$ cat config.mk
export PLATFORM = sky130hd
export DESIGN_NAME = alu
export DESIGN_NICKNAME = d
export VERILOG_FILES = /design/src/rtl/alu_pkg.sv /design/src/rtl/alu_shifter.sv /design/src/rtl/alu.sv
export SDC_FILE = /design/constraint.sdc
export NUM_CORES = 1
export LEC_CHECK = 0
export CORE_UTILIZATION = 55
export CTS_BUF_LIST = sky130_fd_sc_hd__clkbuf_8 sky130_fd_sc_hd__clkbuf_16
export DETAILED_ROUTE_END_ITERATION = 8
export GPL_ROUTABILITY_DRIVEN = 0
export PLACE_DENSITY = 0.87
export SLEW_MARGIN = 20
export SYNTH_ARGS = -nofsm -noshare
export SYNTH_HDL_FRONTEND = slang
export SYNTH_SLANG_ARGS = --single-unit
$ cat constraint.sdc
create_clock -name clk -period 9.3 [get_ports clk]
set_input_delay 1.86 -clock clk [delete_from_list [all_inputs] [get_ports clk]]
set_output_delay 1.86 -clock clk [all_outputs]
set_load 0.1 [all_outputs]
$ cat src/rtl/alu_pkg.sv
// Shared types for the fm2030 ALU: operation codes and the condition-flag bundle.
package alu_pkg;

  localparam int ALU_WIDTH = 8;

  typedef enum logic [1:0] {
    ALU_ADD = 2'd0,
    ALU_SUB = 2'd1,
    ALU_SHL = 2'd2,
    ALU_SHR = 2'd3
  } alu_op_e;

  typedef struct packed {
    logic z;
    logic c;
    logic n;
    logic v;
  } alu_flags_t;

endpackage

$ cat src/rtl/alu_shifter.sv
// Logical barrel shifter with zero fill. It reports the last bit shifted out,
// and any amount above WIDTH saturates the result and the carry to zero.
module alu_shifter #(
  parameter int WIDTH = 8
) (
  input  logic [WIDTH-1:0] data,
  input  logic [WIDTH-1:0] amount,
  input  logic             direction,  // 0 = left, 1 = right
  output logic [WIDTH-1:0] shifted,
  output logic             shift_out
);
  localparam int AW = $clog2(WIDTH);

  logic [AW:0]        sh;
  logic [2*WIDTH-1:0] wide_l;
  logic [2*WIDTH-1:0] wide_r;

  // The data sits in a double-width window. The bit next to the result field
  // is the last one shifted out. For sh == 0 that bit is naturally 0.
  always_comb begin
    sh        = amount[AW:0];
    wide_l    = {{WIDTH{1'b0}}, data} << sh;
    wide_r    = {data, {WIDTH{1'b0}}} >> sh;
    shifted   = '0;
    shift_out = 1'b0;
    if (32'(amount) <= WIDTH) begin
      if (direction) begin
        shifted   = wide_r[2*WIDTH-1:WIDTH];
        shift_out = wide_r[WIDTH-1];
      end else begin
        shifted   = wide_l[WIDTH-1:0];
        shift_out = wide_l[WIDTH];
      end
    end
  end

endmodule

$ cat src/rtl/alu.sv
// fm2030 datapath ALU. It has a combinational add/sub/shift result and
// registered condition flags that are captured when flags_en is high.
module alu
  import alu_pkg::*;
#(
  parameter int WIDTH = ALU_WIDTH
) (
  input  logic             clk,
  input  logic             rst_n,
  input  logic [WIDTH-1:0] r0_rd,
  input  logic [WIDTH-1:0] rs,
  input  logic [1:0]       control,
  input  logic             flags_en,
  output logic [WIDTH-1:0] result,
  output logic             flag_z,
  output logic             flag_c,
  output logic             flag_n,
  output logic             flag_v
);

  alu_op_e     op;
  logic        is_sub;
  logic [WIDTH-1:0] b_eff;
  logic [WIDTH-1:0] sum;
  logic        cout;
  logic        add_v;
  logic [WIDTH-1:0] sh_data;
  logic        sh_out;
  alu_flags_t  nxt_flags;
  alu_flags_t  flags;

  assign op     = alu_op_e'(control);
  assign is_sub = (op == ALU_SUB);

  // A single adder serves both ADD and SUB. SUB is done as a + ~b + 1,
  // so the carry out is the unsigned no-borrow indication.
  always_comb begin
    b_eff       = is_sub ? ~rs : rs;
    {cout, sum} = {1'b0, r0_rd} + {1'b0, b_eff} + {{WIDTH{1'b0}}, is_sub};
    add_v       = (r0_rd[WIDTH-1] == b_eff[WIDTH-1]) && (sum[WIDTH-1] != r0_rd[WIDTH-1]);
  end

  alu_shifter #(.WIDTH(WIDTH)) u_shifter (
    .data      (r0_rd),
    .amount    (rs),
    .direction (control[0]),
    .shifted   (sh_data),
    .shift_out (sh_out)
  );

  // Select the result and derive the condition codes for the current inputs.
  always_comb begin
    result      = sum;
    nxt_flags.c = cout;
    nxt_flags.v = add_v;
    if (op == ALU_SHL || op == ALU_SHR) begin
      result      = sh_data;
      nxt_flags.c = sh_out;
      nxt_flags.v = 1'b0;
    end
    nxt_flags.z = (result == '0);
    nxt_flags.n = result[WIDTH-1];
  end

  // Flag file: cleared asynchronously, loaded only when flags_en is high.
  always_ff @(posedge clk or negedge rst_n) begin
    if (!rst_n)        flags <= '0;
    else if (flags_en) flags <= nxt_flags;
  end

  assign flag_z = flags.z;
  assign flag_c = flags.c;
  assign flag_n = flags.n;
  assign flag_v = flags.v;

endmodule

==> flow_summary.ini <==
[cells_and_area]
num_antenna_cells = 0
nNetsFinal = 247
fin_cells = 243
drive_gt1_frac = 0.0845
area_delta_synth_final_pct = 23.9
final_util = 0.716

[cts]
cts_tree = built
cts_root_buf = clkbuf_8
cts.repair.resized = 0
ctsHoldBuffers = 0
cts_inserted_buffers = 3
htree_levels = 1
post-cts-setup-buffers = 0
cts_sinks = 4
cts_buffer_depth = 2
path_clk_slew_ns = 0.03
worstSkewPairLatency_ns = 0.21

[timing]
rsz0062_at_grt = false
setup_tns_ns = 0
finalSetupViolCount = 0
finalClockSkew_ns = 0
relSlewSlack = 0.350
fin_crit_ns = 7.98
hold_viol_final = 0
fmaxAchievable_mhz = 125
slew_violations = 0
worstMarginPinSlew_ns = 0.972
period_share = 0.858

[setup_path]
cp-start-kind = primary input
crit_path_max_fanout = 23
arrival_ns = 6.12
max_stage_delay_ns = 1.12
cp-end-kind = primary output
cpLargestDelayFamily = buffers and inverters
crit_required_ns = 7.44
path_common_cell = clkdlybuf4s50_1
cp_slowest_cell = clkdlybuf4s50_1
crit_chain = clkdlybuf4s50_1 -> nand2_1 -> xnor2_1 -> fa_1 -> a211oi_1 -> o21bai_1 -> a21oi_1 -> xor2_1 -> a2bb2oi_1 -> inv_1 -> clkdlybuf4s50_1
path_buf_inv = 3
reg2reg_slack_ns = 8.49
setup.worst_path.class = in2out

[floorplan]
die_area_um2 = 2790
die-height_um = 52.8
rows = 18
fp.coreArea_um2 = 2450
pin_count = 33
die_x_um = 52.8
initial_core_util = 0.578

[synth]
async_flop_share = 1.00
synthTopCellsByCount = nand2_1, mux2i_1, nor2_1
synth.avg_cell_area_um2 = 7.51
ys.flop_type = dfrtp_1
syn_inst = 189
yosysMostFrequentCell = nand2_1
yosysTopAreaCell = mux2i_1
yosysWarnings = 0
synth_area_um2 = 1420
synth_area_leaders = mux2i_1, ha_1, dfrtp_1, xnor2_1, nand2_1
synth_top_area_share = 0.106
synth.distinct_cells = 54
ys_ff_latch = 4
synthesis.nets = 221
synth_edf_count = 0
yosysSeqAreaShare = 0.0705

[placed_design]
io_buffers = 32
dpl.hpwl_um = 3200
placedCellCount = 240

[drt]
final_antenna_net_count = 0
routed_via_density = 6.70
drt_first_pass_iters = 4
drt-initial-drc-count = 73
wl_per_cell_um = 17.4
drt-total-wl_um = 4240
drc_errors = 0
routed-via-count = 1627

[global_routing]
grtUsageTotal = 0.316
grt_overflow = 0
grt_max_degree = 31
antenna_found_initial = 0
grt_pass1_vias = 1371
grt_pass1_wl_um = 6490

[power]
power_density_nw_per_um2 = 133
ir_worst_vdd_mv = 0.250
leakagePower_nw = 0.691

[run]
drv_cap = 0

[hold_path]
hp-class = reg2reg

[run_status]
status = completed
[flip-flops by register name, summed over array words and instances, names as in the netlist]
name    count
flag_c      1
flag_n      1
flag_v      1
flag_z      1
[area by class of cell]
| class | count | area, µm² |
|---|---|---|
| clock buffers | 3 | 41.3 |
| fillers | 206 | 697 |
| inverters | 9 | 33.8 |
| multi-input cells | 163 | 1210 |
| flip-flops and latches | 4 | 100 |
| well taps | 30 | 37.5 |
| repair buffers | 34 | 335 |
[through the flow]
stage                     setup slack (ns)  hold slack [ns]  cell area (µm²)  power, mW
after floorplan                       1.32            0.998             1420      0.154
after global placement                1.52            0.493             1720      0.193
after detailed placement              1.38            0.511             1720      0.196
after CTS                             1.37            0.513             1760      0.233
after global routing                  1.05            0.522             1760      0.244
final                                 1.32            0.508             1760      0.234
[per-layer routing]
layer,global-route usage,routed length (µm),vias to the layer above
met5,0,0,-
met1,0.394,1770,768
met3,0.0203,285,6
met2,0.568,2130,85
met4,0.101,60,0
li1,-,-,768
[path summary, 6_finish.rpt]
path / from / endpoint / depth (start not counted)
worst min register to register: flag_v$_DFFE_PN0P_ / flag_v$_DFFE_PN0P_ / 1
worst min-delay path: flag_v$_DFFE_PN0P_ / flag_v$_DFFE_PN0P_ / 1
worst max-delay path: control[0] / result[6] / 11
worst max register to register: flag_z$_DFFE_PN0P_ / flag_z$_DFFE_PN0P_ / 2
max in group asynchronous: rst_n / flag_v$_DFFE_PN0P_ / 1
min in group asynchronous: rst_n / flag_z$_DFFE_PN0P_ / 1
[placed cells by master (no fill, tap or decap), drive strengths merged, types with 4 or more instances in the layout]
master,netlist,layout
a211oi,7,7
a21oi,11,11
a31oi,6,6
clkdlybuf4s50,0,32
dfrtp,4,4
ha,10,10
inv,9,9
mux2i,15,15
nand2,16,16
nor2,14,14
nor2b,4,4
nor3,8,8
o21ai,10,10
o22ai,4,4
xnor2,11,11
[kinds of logic after synthesis]
family,share of synthesized area
buffers and inverters,0.0767
flip-flops,0.0705
AO/OA/AOI/OAI,0.298
adder cells (fa/ha/maj),0.102
XOR/XNOR,0.0802
multiplexers,0.161
AND/OR/NAND/NOR,0.211
[power breakdown]
group | internal [mW] | leakage (nW) | switching, mW
clock | 0.0275 | 0.0216 | 0.00755
sequential | 0.0202 | 0.0509 | 0.00126
combinational | 0.0567 | 0.619 | 0.121
total | 0.104 | 0.691 | 0.130
Note: power is estimated with default switching activity, not from simulation.
